**src/rtl/dm_arbiter.sv**
```systemverilog
// dm_arbiter: round-robin arbiter and access sequencer that lets the CPU
// load/store path and a DMA/debug master share the single data-memory port.
module dm_arbiter #(
  parameter int LAT = 1
) (
  input  logic        clk,
  input  logic        rst,
  input  logic        cpu_req,
  input  logic [1:0]  cpu_wr,
  input  logic [3:0]  cpu_rd,
  input  logic [31:0] cpu_addr,
  input  logic [31:0] cpu_wdata,
  output logic        cpu_ack,
  output logic [31:0] cpu_rdata,
  output logic        cpu_stall,
  input  logic        dma_req,
  input  logic [1:0]  dma_wr,
  input  logic [3:0]  dma_rd,
  input  logic [31:0] dma_addr,
  input  logic [31:0] dma_wdata,
  output logic        dma_ack,
  output logic [31:0] dma_rdata,
  output logic [1:0]  dm_wr,
  output logic [3:0]  dm_rd,
  output logic [31:0] dm_addr,
  output logic [31:0] dm_data,
  input  logic [31:0] dm_out
);

  typedef enum logic [1:0] {
    IDLE = 2'd0,
    BUSY = 2'd1,
    DONE = 2'd2
  } state_t;

  localparam logic       PORT_CPU = 1'b0;
  localparam logic       PORT_DMA = 1'b1;
  localparam logic [1:0] CNT_INIT = 2'(LAT - 1);

  state_t      state_r;
  logic [1:0]  cnt_r;
  logic        last_r;
  logic        owner_r;
  logic [1:0]  cmd_wr_r;
  logic [3:0]  cmd_rd_r;
  logic [31:0] cmd_addr_r;
  logic [31:0] cmd_wdata_r;
  logic [1:0]  dm_wr_r;

  logic        grant_dma_s;
  logic [1:0]  sel_wr_s;
  logic [3:0]  sel_rd_s;
  logic [31:0] sel_addr_s;
  logic [31:0] sel_wdata_s;

  // Round-robin pick and command mux; a write suppresses the read code.
  always_comb begin
    grant_dma_s = dma_req & (~cpu_req | (last_r == PORT_CPU));
    sel_wr_s    = 2'b00;
    sel_rd_s    = 4'b0000;
    sel_addr_s  = 32'h0000_0000;
    sel_wdata_s = 32'h0000_0000;
    if (grant_dma_s) begin
      sel_wr_s    = dma_wr;
      sel_addr_s  = dma_addr;
      sel_wdata_s = dma_wdata;
      sel_rd_s    = dma_rd;
    end else begin
      sel_wr_s    = cpu_wr;
      sel_addr_s  = cpu_addr;
      sel_wdata_s = cpu_wdata;
      sel_rd_s    = cpu_rd;
    end
    if (sel_wr_s != 2'b00) begin
      sel_rd_s = 4'b0000;
    end else begin
      sel_rd_s = sel_rd_s;
    end
  end

  // Transaction FSM: grant in IDLE, hold the command on the DM port in BUSY,
  // pulse the owner's ack in DONE. The command register doubles as the DM
  // port drive and is cleared whenever BUSY is left.
  always_ff @(posedge clk) begin
    if (rst) begin
      state_r     <= IDLE;
      cnt_r       <= 2'd0;
      last_r      <= PORT_DMA;
      owner_r     <= PORT_CPU;
      cmd_wr_r    <= 2'b00;
      cmd_rd_r    <= 4'b0000;
      cmd_addr_r  <= 32'h0000_0000;
      cmd_wdata_r <= 32'h0000_0000;
      dm_wr_r     <= 2'b00;
      cpu_ack     <= 1'b0;
      dma_ack     <= 1'b0;
      cpu_rdata   <= 32'h0000_0000;
      dma_rdata   <= 32'h0000_0000;
    end else begin
      case (state_r)
        IDLE: begin
          cpu_ack <= 1'b0;
          dma_ack <= 1'b0;
          if (cpu_req | dma_req) begin
            owner_r     <= grant_dma_s;
            last_r      <= grant_dma_s;
            cmd_wr_r    <= sel_wr_s;
            cmd_rd_r    <= sel_rd_s;
            cmd_addr_r  <= sel_addr_s;
            cmd_wdata_r <= sel_wdata_s;
            cnt_r       <= CNT_INIT;
            dm_wr_r     <= (CNT_INIT == 2'd0) ? sel_wr_s : 2'b00;
            state_r     <= BUSY;
          end
        end
        BUSY: begin
          if (cnt_r == 2'd0) begin
            if (cmd_rd_r != 4'b0000) begin
              if (owner_r == PORT_DMA) begin
                dma_rdata <= dm_out;
              end else begin
                cpu_rdata <= dm_out;
              end
            end
            cpu_ack     <= (owner_r == PORT_CPU);
            dma_ack     <= (owner_r == PORT_DMA);
            cmd_wr_r    <= 2'b00;
            cmd_rd_r    <= 4'b0000;
            cmd_addr_r  <= 32'h0000_0000;
            cmd_wdata_r <= 32'h0000_0000;
            dm_wr_r     <= 2'b00;
            state_r     <= DONE;
          end else begin
            // Write strobe only in the last BUSY cycle: one DM write edge.
            cnt_r   <= cnt_r - 2'd1;
            dm_wr_r <= (cnt_r == 2'd1) ? cmd_wr_r : 2'b00;
          end
        end
        DONE: begin
          cpu_ack <= 1'b0;
          dma_ack <= 1'b0;
          state_r <= IDLE;
        end
        default: begin
          cpu_ack     <= 1'b0;
          dma_ack     <= 1'b0;
          cmd_wr_r    <= 2'b00;
          cmd_rd_r    <= 4'b0000;
          cmd_addr_r  <= 32'h0000_0000;
          cmd_wdata_r <= 32'h0000_0000;
          dm_wr_r     <= 2'b00;
          cnt_r       <= 2'd0;
          state_r     <= IDLE;
        end
      endcase
    end
  end

  assign dm_wr     = dm_wr_r;
  assign dm_rd     = cmd_rd_r;
  assign dm_addr   = cmd_addr_r;
  assign dm_data   = cmd_wdata_r;
  assign cpu_stall = cpu_req & ~cpu_ack;

endmodule

```
**config.mk**
```make
export PLATFORM = sky130hd
export DESIGN_NAME = dm_arbiter
export DESIGN_NICKNAME = d
export VERILOG_FILES = /design/src/rtl/dm_arbiter.sv
export SDC_FILE = /design/constraint.sdc
export NUM_CORES = 1
export LEC_CHECK = 0
export ABC_AREA = 1
export CORE_ASPECT_RATIO = 1.4
export CORE_UTILIZATION = 40
export CTS_CLUSTER_DIAMETER = 100
export DETAILED_ROUTE_END_ITERATION = 10
export PLACE_DENSITY = 0.84
export SYNTH_ARGS = -nofsm -noshare
export SYNTH_HDL_FRONTEND = slang
export SYNTH_SLANG_ARGS = --single-unit
```
**constraint.sdc**
```tcl
create_clock -name clk -period 1.74 [get_ports clk]
set_input_delay 0.435 -clock clk [delete_from_list [all_inputs] [get_ports clk]]
set_output_delay 0.435 -clock clk [all_outputs]
set_load 0.02 [all_outputs]
```
**Yosys cells after proc, flatten, opt, wreduce, memory -nomap -nowiden**

Index checks and enable logic that the tools add are counted.

- Flip-flop bits (word level): 144
- Input port bits: 176
- Output and inout port bits: 137

- Add/subtract/negate cells: 1
- Equal/unequal tests: 6
- Muxes and demuxes: 25
- Bitwise logic cells: 10
- Reductions and logical operators: 12

Operators by type and width:

| cell | number |
|---|---|
| $pmux 32 s3 | 2 |
| $mux 32 | 5 |
| $mux 2 | 9 |
| $pmux 2 s3 | 3 |
| $mux 4 | 4 |
| $pmux 4 s3 | 1 |
| $reduce_and 4->1 | 2 |
| $ne 2x2->1 const B | 3 |
| $not 1->1 | 6 |
| $reduce_and 2->1 | 3 |
| $reduce_and 3->1 | 2 |
| $eq 2x1->1 const B | 2 |
| $logic_not 2->1 | 2 |
| $pmux 2 s2 | 1 |
| $reduce_bool 4->1 | 1 |
| $and 1x1->1 | 2 |
| $eq 2x2->1 const B | 1 |
| $or 1x1->1 | 2 |
| $reduce_bool 2->1 | 1 |
| $reduce_or 2->1 | 1 |
| $sub 2x1->2 const B | 1 |

**Longest topological paths before layout**

Gate-level depths: netlist of run 1.

- Word-level depth: 8
- Depth in mapped cells: 9

**Worst setup path after synthesis of run 1**

OpenSTA, ideal clock, no wires.

- Path kind: register -> register
- Start point: reg cnt_r[0]
- End point: reg cpu_rdata[22]
- Setup time: 0.128 ns
- Data arrival time: 1.332 ns
- Required time: 1.612 ns
- Path slack: 0.279 ns
- Cell stages (with the launch flop): 9
- Clock period less this slack: 1.461 ns
- Cells stage by stage: dfxtp_1 > inv_1 > ha_1 > inv_1 > nor2_1 > nand3_2 > clkbuf_1 > o21ai_0 > a21oi_1

- Cells in the longest elaborated chain, start to end: 2

RTL lines:

| what | line | source |
|---|---|---|
| from (decl) | 41 | `logic [1:0] cnt_r;` |
| from (signal assigned) | 135 | `cnt_r <= cnt_r - 2'd1;` |
| $logic_not 2->1 | 117 | `if (cnt_r == 2'd0) begin` |
| $reduce_and 4->1 (no source line) | n/a |  |
| to (signal assigned) | 122 | `cpu_rdata <= dm_out;` |
| to (decl) | 14 | `output logic [31:0] cpu_rdata,` |

Every way passes these cells.
A chain may end at the register's enable or synchronous reset.

**Worst setup path in the final report of run 1**

- Start point: in cpu_req
- End point: out cpu_stall

- Cells in the longest elaborated chain, start to end: 1

RTL lines:

| what | line | source |
|---|---|---|
| from (decl) | 8 | `input logic cpu_req,` |
| $and 1x1->1 | 163 | `assign cpu_stall = cpu_req & ~cpu_ack;` |
| to (decl) | 15 | `output logic cpu_stall,` |

Every way passes these cells.

==> flow_metrics.py, run 1 <==
metrics = {
    "timing": {
        "tns_ns": 0,
        "worstMarginPinSlew_ns": 0.4029,
        "hold_viol_final": 0,
        "period_needed_ns": 1.650,
        "fin_crit_sh_pct": 94.84,
        "final-setup-viol-count": 0,
        "layout_setup_ws_ns": 0.08981,
        "slew_violations": 0,
        "slew_headroom_pct": 73.14,
        "max_freq_mhz": 606.0,
        "worst_clock_skew_ns": 0.01244,
    },
    "layout": {
        "diodes": 0,
        "seq_area_sq_um": 2883,
        "multi_input_area_sq_um": 2516,
        "syn_to_final_growth_pct": 65.43,
        "drive_gt1_share_pct": 13.15,
        "fin_nets": 1238,
        "fillers": 1194,
    },
    "place": {
        "post-place-ws_ns": -0.3609,
        "gp_congestion": 0.7777,
        "dp_hpwl_um": 14000,
        "io_buffers": 312,
    },
    "critical_path": {
        "cp.arrival_ns": 1.22,
        "worstSetupPathType": "primary input to output pin",
        "cp-startpoint": "cpu_req",
        "end_kind": "output pin",
        "cp-start-kind": "primary input",
        "rr_startpoint": "cnt_r[0]",
        "cp_max_fo": 3,
        "worstPathRequired_ns": 1.30,
    },
    "global_route": {
        "grt_pass1_wl_um": 30730,
        "top_usage_layer": "met2",
        "grt_overflow": 0,
        "grt_pass1_vias": 6212,
        "grt.total_usage_pct": 25.43,
        "grt_max_degree": 77,
        "grtUsageMet3_pct": 6.964,
        "globalRouteMet2Util_pct": 45.66,
        "antenna_found_initial": 0,
        "use_met1_pct": 27.90,
    },
    "hold_path": {
        "hp-class": "register to register",
        "worstHoldStart": "cpu_rdata[0]",
    },
    "routing": {
        "wire_per_inst_um": 15.52,
        "detail-route-antenna-nets": 0,
        "drt_iter0_drc": 305,
        "drtPass1Iterations": 5,
        "via_per_inst": 5.065,
        "dr_total_vias": 6387,
        "wl_um": 19570,
        "drc_errors": 0,
    },
    "clocking": {
        "clk_latency_ns": 0.42,
        "htreeDepth": 4,
        "cts_tree": "yes",
        "cts_root_buffer": "clkbuf_16",
        "cts_buffers": 17,
        "clkTransAtPathRegs_ns": 0.06,
        "clock_sinks": 144,
        "cts_buffer_depth": 2,
    },
    "job": {
        "maxCapViolCount": 0,
    },
    "synth": {
        "synth.cell_area_sq_um": 5949,
        "ys_seq_area_share_pct": 48.45,
        "synth.largest_area_cell": "dfxtp_1",
        "synthTopCellsByArea": "dfxtp_1 (48%), a21oi_1 (12%), o211ai_1 (8.2%), or2_2 (6.8%), nand2_1 (6.5%)",
        "syn_area_per_cell_sq_um": 7.891,
        "synth.distinct_cells": 22,
        "synth_top_area_share_pct": 48.45,
        "synth_nets": 932,
        "synth-seq-cells": 144,
        "synth_cells": 754,
        "yosysWarnings": 0,
    },
    "power_and_ir_drop": {
        "peakVddDrop_uv": 454.9,
        "p_per_area_nw_per_um2": 921.9,
        "leakage_nw": 4.176,
    },
    "outcome": {
        "status": "finished, final reports clean",
    },
    "floorplan": {
        "die-height_um": 146.3,
        "fp.dieW_um": 105.1,
        "initial_core_util_pct": 41.01,
        "io_pins": 313,
        "die_area_sq_um": 15370,
        "fp-row-count": 52,
        "core_sq_um": 14510,
    },
}
[cells in the mapped netlist, drive strengths merged]
cell type	count
dfxtp	144
a21oi	141
nand2	105
inv	83
o21ai	68
o211ai	65
or2	65
clkbuf	39
buf	16
nand3	12
nor2	11
ha	2
nand3b	2
nor3	1
[stage by stage]
step	instances	power (mW)	hold slack, ns	cell area, sq um	util (%)
2_1_floorplan	754	4.549	0.4287	5949	-
3_3_place_gp	1228	5.550	0.4293	9375	64.62
3_5_place_dp	1228	5.577	0.4327	9375	64.62
4_1_cts	1259	9.131	0.4399	9793	67.50
5_1_grt	1261	9.446	0.4512	9842	67.83
6_report	1261	9.074	0.4387	9842	67.83
[layout by cell type (no fill, tap or decap), drive strengths merged]
cell,count
or2,65
nand2,105
clkdlybuf4s50,174
inv,85
nand3b,2
nor3,1
clkinvlp,2
o211ai,65
a21oi,141
nor2,11
clkbuf,19
buf,31
bufinv,3
nand3,12
clkinv,6
dlygate4sd2,136
ha,2
o21ai,68
dfxtp,144
[final timing paths]
check,cells after the start,end,slack [ns]
setup reg to reg,8,cpu_rdata[30],0.13
hold / removal,2,cpu_rdata[0],0.44
hold reg to reg,2,cpu_rdata[0],0.44
setup / recovery,4,cpu_stall,0.09
[registers in the layout, indices dropped and copies added, names as in the netlist]
name,cells
cmd_wr_r,2
cnt_r,2
cpu_ack,1
cpu_rdata,32
dm_addr,32
dm_data,32
dm_rd,4
dm_wr,2
dma_ack,1
dma_rdata,32
last_r,1
owner_r,1
state_r,2
[timing repair]
action	CTS	global route
resized for setup	140	8
setup endpoints to repair	137	31
hold buffers	0	0
gates cloned	0	1
pin swaps	0	1
setup buffers	0	1
[kinds of logic (layout without fill, tap and decap cells)]
group	after synthesis	after routing	share of synthesized area, %
and+or+nand+nor	196	196	15.88
buffers and inverters	138	456	9.464
DFF	144	144	48.45
AOI/OAI and AO/OA	274	274	25.78
adders and majority gates	2	2	0.4205
[per-layer routing]
metal,up-vias,part of all wire (%)
met5,-,0
met4,0,3.2
met3,44,7.4
met2,278,51
met1,2942,38
li1,3123,-
[report_power, final]
group          leakage [nW]  switching [mW]  internal [mW]
logic                  2.71           0.914          0.869
registers              1.18           0.103           3.50
clock network         0.287            1.43           2.25
[area by class of cell]
cell class                      instances  area share [%]
Clock buffer                           18           4.361
Clock inverter                         13           1.665
Inverter                               83           3.166
Multi-Input combinational cell        472           25.57
Sequential cell                       144           29.29
Tap cell                              189           2.403
Timing Repair Buffer                  342           33.55
[critical path, stage by stage]
cell,delay (ns)
clkdlybuf4s50_1,0.50
inv_1,0.05
nor2_1,0.07
buf_2,0.16
No activity file was read; power rests on OpenSTA's default activity.
==> run 2: changes to the inputs <==
--- a/config.mk
+++ b/config.mk
@@ -6,7 +6,6 @@
 export NUM_CORES = 1
 export LEC_CHECK = 0
 export ABC_AREA = 1
-export CORE_ASPECT_RATIO = 1.4
 export CORE_UTILIZATION = 40
 export CTS_CLUSTER_DIAMETER = 100
 export DETAILED_ROUTE_END_ITERATION = 10
==> flow_metrics.py, run 2 (same netlist as run 1, synthesis figures left out) <==
metrics = {
    "outcome": {
        "status": "finished, final reports clean",
    },
    "critical_path": {
        "worst-path-stages": 8,
        "worstSetupEndpoint": "cpu_rdata[11]",
        "end_kind": "register",
        "cp_top_family": "compound AO/OA/AOI/OAI gates",
        "path_cells": "inv_1, ha_2, inv_1, nor2_1, nand3_2, buf_12, o21ai_0, a21oi_1",
        "cp_max_fo": 64,
        "cp.buffers_inverters": 3,
        "regToRegSetupSlack_ns": 0.11,
        "cp_common_cell": "inv_1",
        "rr_startpoint": "cnt_r[0]",
        "rr_worst_depth": 8,
        "cp-startpoint": "cnt_r[0]",
        "crit_path_top_delay_cell": "dfxtp_1",
        "r2r-end": "cpu_rdata[11]",
        "cp-start-kind": "register",
        "cp.arrival_ns": 1.93,
        "slowest_delay_ns": 0.32,
        "worstPathRequired_ns": 2.04,
        "worstSetupPathType": "register to register",
    },
    "hold_path": {
        "hp-class": "register to register",
        "holdPathStages": 2,
    },
    "place": {
        "gp_congestion": 0.7948,
        "io_buffers": 312,
        "post_dp_cell_area_sq_um": 9351,
        "dp_hpwl_um": 13510,
    },
    "timing": {
        "slew_violations": 0,
        "worst_clock_skew_ns": 0.004477,
        "hold_viol_final": 0,
        "final-setup-viol-count": 0,
        "fin_crit_sh_pct": 93.43,
        "tns_ns": 0,
        "worstMarginPinSlew_ns": 0.3949,
        "max_freq_mhz": 615.2,
        "slew_headroom_pct": 73.68,
        "period_needed_ns": 1.626,
        "rsz0062_at_grt": "no",
    },
    "routing": {
        "detail-route-antenna-nets": 0,
        "via_per_inst": 5.010,
        "wl_met2_um": 9512,
        "drtPass1Iterations": 4,
        "wl_um": 19110,
        "wl_met3_um": 1862,
        "top_layer_used": "met4",
        "wl_met1_um": 7155,
        "drt_iter0_drc": 342,
        "dr_total_vias": 6267,
        "wire_per_inst_um": 15.28,
        "drc_errors": 0,
    },
    "clocking": {
        "clk_latency_ns": 0.42,
        "htreeDepth": 4,
        "cts_buffer_depth": 2,
        "post_cts_buffers": 0,
        "cts_tree": "yes",
        "clkTransAtPathRegs_ns": 0.06,
        "clock_sinks": 144,
        "ctsHoldBuffers": 0,
        "cts_root_buffer": "clkbuf_16",
        "cts_buffers": 17,
    },
    "power_and_ir_drop": {
        "clkPwrFrac_pct": 41.8,
        "p_sw_share_pct": 27.11,
        "p_int_mw": 6.740,
        "p_seq_share_pct": 39.0,
        "leakage_nw": 4.166,
        "power_frac_comb_pct": 19.2,
        "switchingPower_mw": 2.507,
        "p_per_area_nw_per_um2": 942.5,
        "peakVddDrop_uv": 725.8,
    },
    "layout": {
        "fin_nets": 1232,
        "layout_commonest_cell": "clkdlybuf4s50_1",
        "final_cell_mix": "clkdlybuf4s50_1 (173), dfxtp_1 (144), a21oi_1 (141)",
        "syn_to_final_growth_pct": 64.92,
        "fin_util_pct": 67.51,
        "design_area_sq_um": 9812,
        "diodes": 0,
        "multi_input_area_sq_um": 2509,
        "seq_area_sq_um": 2883,
        "fillers": 1231,
        "drive_gt1_share_pct": 12.84,
    },
    "floorplan": {
        "fp-row-count": 44,
        "die_area_sq_um": 15360,
        "fp.dieW_um": 124.0,
        "die-height_um": 124.0,
        "initial_core_util_pct": 40.93,
        "core_sq_um": 14530,
        "io_pins": 313,
    },
    "global_route": {
        "grt_overflow": 0,
        "antenna_found_initial": 0,
        "grt_pass1_wl_um": 29170,
        "grt.total_usage_pct": 24.79,
        "grt_pass1_vias": 6063,
        "grt_max_degree": 77,
    },
    "job": {
        "maxCapViolCount": 0,
    },
}
[run 2: cell types whose count changed in the layout (fill, tap and decap cells not counted), moves of 2 or more]
cell        before  now
buf_4           19   15
clkbuf_8         0    2
clkinv_2         3    1
clkinv_4         3    5
clkinvlp_4       2    0
o21ai_0         61   64
o21ai_1          7    4
[run 2: per-layer routing]
layer  up-vias  GRT usage [%]
li1       3119              -
met1      2878          25.81
met2       228          43.33
met3        42          10.30
met4         0          11.24
met5         -              0
[run 2: tightest hold or removal path: stages (launching register included)]
cell and delay (ns):
dfxtp_1 0.30, inv_1 0.04, a21oi_1 0.05
[run 2: area by class of cell]
cell class / instances / area share [%]
clock buffer: 19 / 4.616
clock inverter: 13 / 1.798
multi-input combinational: 472 / 25.57
tap: 184 / 2.346
timing repair buffer: 336 / 33.12
sequential: 144 / 29.38
inverter: 83 / 3.175
[run 2: how the worst min path moves through the flow]
stage	slack [ns]	start	end
after global placement	0.43	dma_rdata[30]	dma_rdata[30]
after detailed placement	0.43	cpu_rdata[0]	cpu_rdata[0]
final	0.44	cpu_rdata[19]	cpu_rdata[19]
after floorplan	0.43	last_r	last_r
after CTS	0.44	dma_rdata[29]	dma_rdata[29]
after global routing	0.46	cpu_rdata[15]	cpu_rdata[15]
[run 2: power groups by stage]
stage	logic [mW]	clock network [mW]	registers, mW
after CTS	1.79	3.93	3.60
after global routing	1.94	4.08	3.63
after floorplan	0.651	0	3.90
after detailed placement	1.91	0	3.68
final	1.78	3.87	3.60
after global placement	1.89	0	3.67
[run 2: stage by stage]
| step | worst slack [ns] | hold slack [ns] | instances | total power, mW |
|---|---|---|---|---|
| finish | 0.1144 | 0.4376 | 1251 | 9.248 |
| CTS | 0.09240 | 0.4403 | 1251 | 9.326 |
| global route | 0.01745 | 0.4588 | 1251 | 9.643 |
| global placement | -0.4460 | 0.4292 | 1219 | 5.556 |
| floorplan | 0.2793 | 0.4287 | 754 | 4.549 |
| detailed placement | -0.4670 | 0.4331 | 1219 | 5.584 |
[run 2: timing repair]
item / CTS / global route
endpoints found under the hold margin: 0 / 0
endpoints found under the setup margin: 137 / 12
resized for setup: 143 / 2
cloned: 0 / 0
